$ cat src/rtl/gpu_fill_engine.sv
// Pixel-fill command engine: turns a latched fill command into constant-colour SDRAM write bursts.
// Optional macro GPU_FILL_CLIP_EN: out-of-frame origins complete immediately with no bursts.
module gpu_fill_engine #(
  parameter int H_RES  = 1024,
  parameter int V_RES  = 768,
  parameter int ADDR_W = 24
) (
  input  logic              clk,
  input  logic              rst_n,
  input  logic [15:0]       x_pos,
  input  logic [15:0]       y_pos,
  input  logic [23:0]       pixel,
  input  logic [23:0]       len,
  input  logic              enable,
  input  logic [8:0]        sys_wr_len,
  output logic              busy,
  output logic              sys_vaild,
  output logic              burst_req,
  output logic [ADDR_W-1:0] burst_addr,
  output logic [8:0]        burst_len,
  input  logic              burst_ack,
  input  logic              wr_data_req,
  output logic [23:0]       wr_data
);

  localparam logic [ADDR_W:0] FRAME = (ADDR_W+1)'(H_RES * V_RES);

  typedef enum logic [1:0] {S_IDLE, S_REQ, S_DATA, S_DONE} state_e;

  state_e            state_q;
  logic              en_q;
  logic [23:0]       col_q;
  logic [23:0]       rem_q;
  logic [8:0]        bsz_q;
  logic [8:0]        cnt_q;
  logic [ADDR_W-1:0] cur_q;
  logic              sys_vaild_q;
  logic              burst_req_q;
  logic [ADDR_W-1:0] burst_addr_q;
  logic [8:0]        burst_len_q;

  logic              start;
  logic              clip;
  logic [8:0]        bsz_d;
  logic [ADDR_W-1:0] org_addr;
  logic [ADDR_W-1:0] org_cur_d;
  logic [8:0]        start_len_d;
  logic              last_word;
  logic [ADDR_W:0]   adv_sum;
  logic [ADDR_W-1:0] cur_d;
  logic [23:0]       rem_d;
  logic [8:0]        next_len_d;

  // Burst length is bounded by remaining pixels, burst size and distance to frame end.
  function automatic logic [8:0] blen(input logic [23:0] r, input logic [8:0] b,
                                      input logic [ADDR_W-1:0] c);
    logic [31:0] m;
    logic [31:0] space;
    space = 32'(FRAME) - 32'(c);
    m     = 32'(b);
    if (32'(r) < m) m = 32'(r);
    if (space < m) m = space;
    return 9'(m);
  endfunction

  always_comb begin
    start       = enable && !en_q && (state_q == S_IDLE);
    bsz_d       = (sys_wr_len == 9'd0 || sys_wr_len > 9'd256) ? 9'd256 : sys_wr_len;
    org_addr    = ADDR_W'(48'(y_pos) * 48'(H_RES) + 48'(x_pos));
    org_cur_d   = ADDR_W'({1'b0, org_addr} % FRAME);
    start_len_d = blen(len, bsz_d, org_cur_d);
`ifdef GPU_FILL_CLIP_EN
    clip        = (32'(x_pos) >= 32'(H_RES)) || (32'(y_pos) >= 32'(V_RES));
`else
    clip        = 1'b0;
`endif
    last_word   = (state_q == S_DATA) && wr_data_req && ((cnt_q + 9'd1) == burst_len_q);
    adv_sum     = {1'b0, cur_q} + (ADDR_W+1)'(burst_len_q);
    cur_d       = (adv_sum == FRAME) ? '0 : adv_sum[ADDR_W-1:0];
    rem_d       = rem_q - 24'(burst_len_q);
    next_len_d  = blen(rem_d, bsz_q, cur_d);
  end

  always_ff @(posedge clk or negedge rst_n) begin
    if (!rst_n) begin
      state_q      <= S_IDLE;
      en_q         <= 1'b0;
      col_q        <= '0;
      rem_q        <= '0;
      bsz_q        <= '0;
      cnt_q        <= '0;
      cur_q        <= '0;
      sys_vaild_q  <= 1'b0;
      burst_req_q  <= 1'b0;
      burst_addr_q <= '0;
      burst_len_q  <= '0;
    end else begin
      en_q <= enable;
      case (state_q)
        S_IDLE: begin
          if (start) begin
            col_q       <= pixel;
            rem_q       <= len;
            bsz_q       <= bsz_d;
            cur_q       <= org_cur_d;
            sys_vaild_q <= 1'b0;
            if (len == 24'd0 || clip) begin
              state_q <= S_DONE;
            end else begin
              state_q      <= S_REQ;
              burst_req_q  <= 1'b1;
              burst_addr_q <= org_cur_d;
              burst_len_q  <= start_len_d;
            end
          end
        end
        S_REQ: begin
          if (burst_ack) begin
            burst_req_q <= 1'b0;
            cnt_q       <= '0;
            state_q     <= S_DATA;
          end
        end
        S_DATA: begin
          if (wr_data_req) cnt_q <= cnt_q + 9'd1;
          // The next burst is issued directly from the post-burst address/remainder.
          if (last_word) begin
            cur_q <= cur_d;
            rem_q <= rem_d;
            if (rem_d == 24'd0) begin
              state_q <= S_DONE;
            end else begin
              state_q      <= S_REQ;
              burst_req_q  <= 1'b1;
              burst_addr_q <= cur_d;
              burst_len_q  <= next_len_d;
            end
          end
        end
        S_DONE: begin
          sys_vaild_q <= 1'b1;
          state_q     <= S_IDLE;
        end
        default: state_q <= S_IDLE;
      endcase
    end
  end

  assign busy       = (state_q != S_IDLE);
  assign sys_vaild  = sys_vaild_q;
  assign burst_req  = burst_req_q;
  assign burst_addr = burst_addr_q;
  assign burst_len  = burst_len_q;
  assign wr_data    = col_q;

endmodule

$ cat config.mk
export PLATFORM = sky130hd
export DESIGN_NAME = gpu_fill_engine
export DESIGN_NICKNAME = d
export VERILOG_FILES = /design/src/rtl/gpu_fill_engine.sv
export SDC_FILE = /design/constraint.sdc
export NUM_CORES = 1
export LEC_CHECK = 0
export BUFFER_PORTS_ARGS = -buffer_cell sky130_fd_sc_hd__buf_2
export CAP_MARGIN = 5
export CORE_MARGIN = 2
export CORE_UTILIZATION = 30
export CTS_BUF_LIST = sky130_fd_sc_hd__clkbuf_8
export CTS_CLUSTER_SIZE = 14
export DETAILED_ROUTE_END_ITERATION = 6
export SLEW_MARGIN = 5
export SYNTH_ARGS = -nofsm -noshare
export SYNTH_HDL_FRONTEND = slang
export SYNTH_SLANG_ARGS = --single-unit
$ cat constraint.sdc
create_clock -name clk -period 12.65 [get_ports clk]
set_input_delay 2.53 -clock clk [delete_from_list [all_inputs] [get_ports clk]]
set_output_delay 2.53 -clock clk [all_outputs]
set_load 0.03 [all_outputs]
Word-level counts from Yosys, hierarchy flattened
Index checks and enable logic that the tools add are counted.
Cells by class
  add/subtract/negate cells: 6
  multiply operators: 0
  div/mod/pow operators: 1
  order comparisons: 5
  eq/ne operators: 11
  shift operators: 0
  mux-type cells: 39
  bitwise gates (word level): 0
  reductions and logical operators: 22
Operators with widths (count)
  2-to-1 mux 24 bit: 11
  one-hot mux 24 bit (2 select lines): 3
  2-to-1 mux 9 bit: 9
  < comparator 32 x 24 -> 1 bit: 2
  subtractor 20 x 24 -> 25 bit (first input constant): 2
  logical NOT 24 bit: 2
  < comparator 24 x 9 -> 1 bit: 2
  one-hot mux 9 bit (2 select lines): 2
  adder 24 x 9 -> 25 bit: 1
  equality test 25 x 20 -> 1 bit (second input constant): 1
  modulo 24 x 20 -> 25 bit (second input constant): 1
  adder 24 x 16 -> 24 bit: 1
  subtractor 24 x 9 -> 24 bit: 1
  inequality test 2 bit (second input constant): 6
  2-to-1 mux 2 bit: 5
  adder 9 x 1 -> 9 bit (second input constant): 1
  equality test 9 bit: 1
  > comparator 9 bit (second input constant): 1
  logical NOT 9 bit: 1
  AND reduction 3 bit: 3
  one-hot mux 2 bit (4 select lines): 1
  nonzero test 2 bit: 4
  2-to-1 mux 1 bit: 6
  AND reduction 6 bit: 1
  11 further kinds: 16
Storage, ports and cells
  bits in registers: 128
  bits in latches: 0
  memory bits (writable): 0
  memory bits (read-only): 0
  output and inout port bits: 60
  logic and storage cells: 95
  memories kept: 0

Logic depth before layout (Yosys ltp)
  depth after elaboration: 10
  gate-level depth with buffers: 29
  depth with buffers taken out: 27

Worst setup path after synthesis
OpenSTA, ideal clock, no wires.
  path type: input to register
  start: input port x_pos[10]
  end: register burst_len_q[8] (netlist: burst_len[8])
  library setup time: 77 ps
  data arrival time: 7068 ps
  path slack: 5505 ps
  stages: 22
  path buffers: 1
  path through: ha_1 > inv_1 > fa_1 > nor2b_1 > o31a_1 > o21a_1 > o311ai_0 > nor4bb_1 > mux2i_1 > and2_1 > o211ai_1 > a21oi_1 > ha_1 > nand4_1 > nor4_1 > o2111a_1 > o21ai_0 > nand2b_1 > clkbuf_1 > mux2_2 > a22o_1 > a21oi_1
On the way
  word-level cells in the longest chain between the ends: 8
RTL lines
  start: declaration: RTL line 10  | input logic [15:0] x_pos,
  adder 24 x 16 -> 24 bit *: RTL line 69  | org_addr = ADDR_W'(48'(y_pos) * 48'(H_RES) + 48'(x_pos));
  modulo 24 x 20 -> 25 bit *: RTL line 70  | org_cur_d = ADDR_W'({1'b0, org_addr} % FRAME);
  subtractor 20 x 24 -> 25 bit *: RTL line 59  | space = 32'(FRAME) - 32'(c);
  < comparator 32 x 24 -> 1 bit: RTL line 62  | if (space < m) m = space;
  2-to-1 mux 9 bit *: RTL line 62
  2-to-1 mux 9 bit *: RTL line 107  | if (len == 24'd0 || clip) begin
  2-to-1 mux 9 bit *: RTL line 101  | if (start) begin
  one-hot mux 9 bit (2 select lines) *: RTL line 99  | case (state_q)
  end signal: assignment: RTL line 113  | burst_len_q <= start_len_d;
  end signal: assignment: RTL line 136  | burst_len_q <= next_len_d;
  end: declaration: RTL line 40  | logic [8:0] burst_len_q;
Every way passes the cells marked *; elsewhere a longest branch is shown, timed or not. The select of a mux whose other input is x is not followed.
A chain may end at the register's enable or synchronous reset.

Worst setup path in the final report
Same ends and word-level chain as after synthesis.

==> impl_results.md <==
* Outcome: completed
* Cell family with most CP delay: simple AND/OR/NAND/NOR gates
* Chip Height at 194 um
* Yosys cell types at 83
* Vias in the first global route at 9966
* Grt ovf at 0
* RSZ-0062 raised after global routing: no
* CP bufs+invs at 2
* CTS Sinks at 128
* Max cap viols at 0
* Worst skew pair latency at 490 ps
* Arrival time worst endpoint at 8200 ps
* Final Cycle Share at 61.5%
* Nets at 1667
* Largest stage delay, worst path at 710 ps
* Drt pass-1 iters at 5
* Fin Setup TNS at 0 ps
* Final Hold Vio Count at 0
* Initial Util at 30.4%
* FP Rows at 69
* Post-DRT Antenna Nets at 0
* Yosys Warn Count at 0
* Vias per inst at 5.17
* DP Wirelength at 25000 um
* CTS resizes at 0
* Mean Syn Cell Area at 8.19 um^2
* Post-synthesis register bit count at 128
* CTS tree: done
* Setup Crit Path Kind: input pin to register
* CP Max Fanout at 6
* Min Tclk post-route at 7780 ps
* First-pass GRT wire length at 52500 um
* Leak at 5.71 nW
* 1st-iter DRT viols at 640
* Number of stages on the worst setup path at 22
* Slew @ Worst Pin at 1150 ps
* Fin. max-slew vios at 0
* GRT Overall Usage at 17.4%
* PD cells at 266 mW/mm^2
* Fraction of layout cells with a size suffix above 1 at 16.7%
* Clk pin slew, worst setup/hold paths at 90 ps
* Asr flop ratio synth at 100%
* # port buffers at 151
* DRC at 0
* Root Buffer: clkbuf_8
* Via count at 10100
* Clock Skew at 23.4 ps
* Largest net degree at the start of global routing at 70
* Crit. End Element: register
* WHS Path Cells at 2
* Synth-to-Final Area Change at 16.3%
* Cell depth of the worst flop-to-flop path at 26
* Startpoint type of the worst setup path: input pin
* Critical path's slowest cell: o311ai_0
* Mapped Cells at 1318
* Routed WL per cell at 16.6 um
* Initial antenna violation count at 0
* Die Wd at 194 um
* Maximum buffer depth of the clock tree at 2
* Fmax at 129 MHz
* Hold Crit Class: register to register
* Slew margin rel. at 23.2%
* Total I/O pin count at 154
* Routability cong. at 0.879
* Drt total wl at 32500 um
* Die area at 0.0375 mm^2
* Mapped cell area at 0.0108 mm^2
* Cells along the critical path: buf_2 > ha_1 > inv_1 > fa_1 > nor2b_1 > o31a_1 > o21a_1 > o311ai_0 > nor4bb_1 > mux2i_1 > and2_1 > o211ai_1 > xnor2_1 > ha_1 > nand4_1 > nor4_1 > a21oi_1 > nand3b_1 > nand2b_1 > mux2_2 > a22o_1 > a21oi_1
* Core area at 0.0355 mm^2
* Req. time, crit path at 13070 ps
* EDFF count, synth at 0
* Inserted Clock Buffers at 17
* H-tree depth at 4
* CTS Hold Buffers Added at 0
* Fill count at 3675
* Total design power at 3.34 mW
* Peak supply drop at 0.116 mV
* Sequential area share after synthesis at 29.7%
* Post-CTS Repair Setup Buffers at 0
* Top_reg_cell synth: dfrtp_1
* Setup-failing EPs final at 0
-- area by class of cell --
type                    instances  area, um^2  area share, %
inverters                      59         221           1.76
repair buffers                161         837           6.67
clock inverters                14         179           1.43
multi-input cells            1113        7290           58.0
flip-flops and latches        128        3200           25.5
clock buffers                  18         248           1.97
diodes                          1        2.50         0.0199
well taps                     461         577           4.59
-- kinds of logic after synthesis --
family,Yosys count,synth area share (%)
other cells,2,0.0696
flops,128,29.7
buf+inv,109,4.02
fa+ha+maj,93,11.0
compound gates,333,20.4
mux,45,4.40
simple gates,514,22.6
xor+xnor,94,7.88
-- registers in the layout (all words and copies together), names as in the netlist --
| signal | cells |
|---|---|
| sys_vaild | 1 |
| state_q | 2 |
| bsz_q | 9 |
| rem_q | 24 |
| burst_addr | 24 |
| en_q | 1 |
| burst_len | 9 |
| wr_data | 24 |
| burst_req | 1 |
| cnt_q | 9 |
| cur_q | 24 |
-- power breakdown --
| part | internal, mW | total [mW] | switching [mW] |
|---|---|---|---|
| Combinational | 0.813 | 2.19 | 1.38 |
| Clock | 0.203 | 0.401 | 0.197 |
| Sequential | 0.582 | 0.744 | 0.161 |
-- worst reg2reg max path: stages, from the launching register on --
cell      delay [ps]
dfrtp_1          570
inv_1            230
fa_1             510
a211oi_2         420
o21ai_0          160
a21oi_1          200
xnor2_1          230
ha_1             310
o21ai_0          150
nand2b_1          80
a21oi_1          140
a31oi_1           90
nor4_2           290
buf_4            260
nor2_1            60
a21oi_1          210
ha_1             290
a21o_1           180
a21oi_1          130
o21ai_0          140
a221oi_1         300
o21ai_0          170
a221oi_1         290
and3_1           200
o211ai_2         180
or3_1            490
o221a_1          270
-- synthesized netlist by cell type, types with 6 or more instances --
cell / instances / share of area [%]
nand2_1: 202 / 7.0
dfrtp_1: 128 / 30
nor2_1: 114 / 4.0
o21ai_0: 93 / 4.3
ha_1: 90 / 10
a21oi_1: 87 / 4.0
inv_1: 59 / 2.1
xnor2_1: 51 / 4.1
xor2_1: 41 / 3.3
clkbuf_1: 37 / 1.3
nand3_1: 36 / 1.7
nor3_1: 32 / 1.5
mux2i_1: 25 / 2.3
mux2_2: 20 / 2.1
a21o_1: 19 / 1.3
nand4_1: 15 / 0.87
nor2b_1: 15 / 0.87
and3_1: 14 / 0.81
nor4_1: 13 / 0.75
o211ai_1: 13 / 0.90
o21a_1: 13 / 0.90
a31oi_1: 10 / 0.58
o31ai_1: 10 / 0.70
and2_1: 9 / 0.52
nand2b_1: 9 / 0.52
nand3b_1: 9 / 0.63
buf_2: 8 / 0.37
nor3b_1: 8 / 0.56
or2_2: 8 / 0.46
a211oi_1: 7 / 0.49
a22o_1: 6 / 0.49
o22ai_1: 6 / 0.35
or3_1: 6 / 0.35
-- worst paths after layout --
path                       slack, ps            to         start
setup / recovery                4870  burst_len[8]     x_pos[10]
hold / removal                   470      cur_q[7]      cur_q[7]
setup reg to reg                5990  burst_len[3]  burst_len[1]
hold reg to reg                  470      cur_q[7]      cur_q[7]
max in group asynchronous       9270   wr_data[10]         rst_n
min in group asynchronous       2010      cur_q[0]         rst_n
-- through the flow --
stage / utilization [%] / cells / instance area [um^2] / hold WS, ps / setup slack (ps)
floorplan: - / 1350 / 10900 / 443 / 5500
global placement: 34.2 / 1922 / 12100 / 454 / 4570
detailed placement: 34.2 / 1922 / 12100 / 457 / 4440
CTS: 35.4 / 1954 / 12600 / 479 / 4940
global route: 35.4 / 1954 / 12600 / 507 / 4270
finish: 35.4 / 1955 / 12600 / 473 / 4870
-- placed cells by master (no fill, tap or decap), types with 18 or more instances in the layout --
master | Yosys | layout
a21o_1 | 19 | 19
buf_2 | 8 | 150
ha_1 | 90 | 90
clkbuf_8 | 0 | 18
inv_1 | 59 | 59
xnor2_1 | 51 | 51
nor3_1 | 32 | 32
nor2_1 | 114 | 113
nand3_1 | 36 | 36
mux2_2 | 20 | 20
mux2i_1 | 25 | 25
dfrtp_1 | 128 | 128
o21ai_0 | 93 | 93
conb_1 | 2 | 34
xor2_1 | 41 | 41
nand2_1 | 202 | 202
a21oi_1 | 87 | 87
-- layer usage --
layer / up-vias / GRT usage, % / routed length [um]
li1: 4999 / - / -
met1: 4793 / 21.8 / 14300
met2: 250 / 28.7 / 15200
met3: 60 / 3.95 / 1710
met4: 0 / 7.80 / 1170
met5: - / 0 / 0
Note: power is estimated with default switching activity, not from simulation.
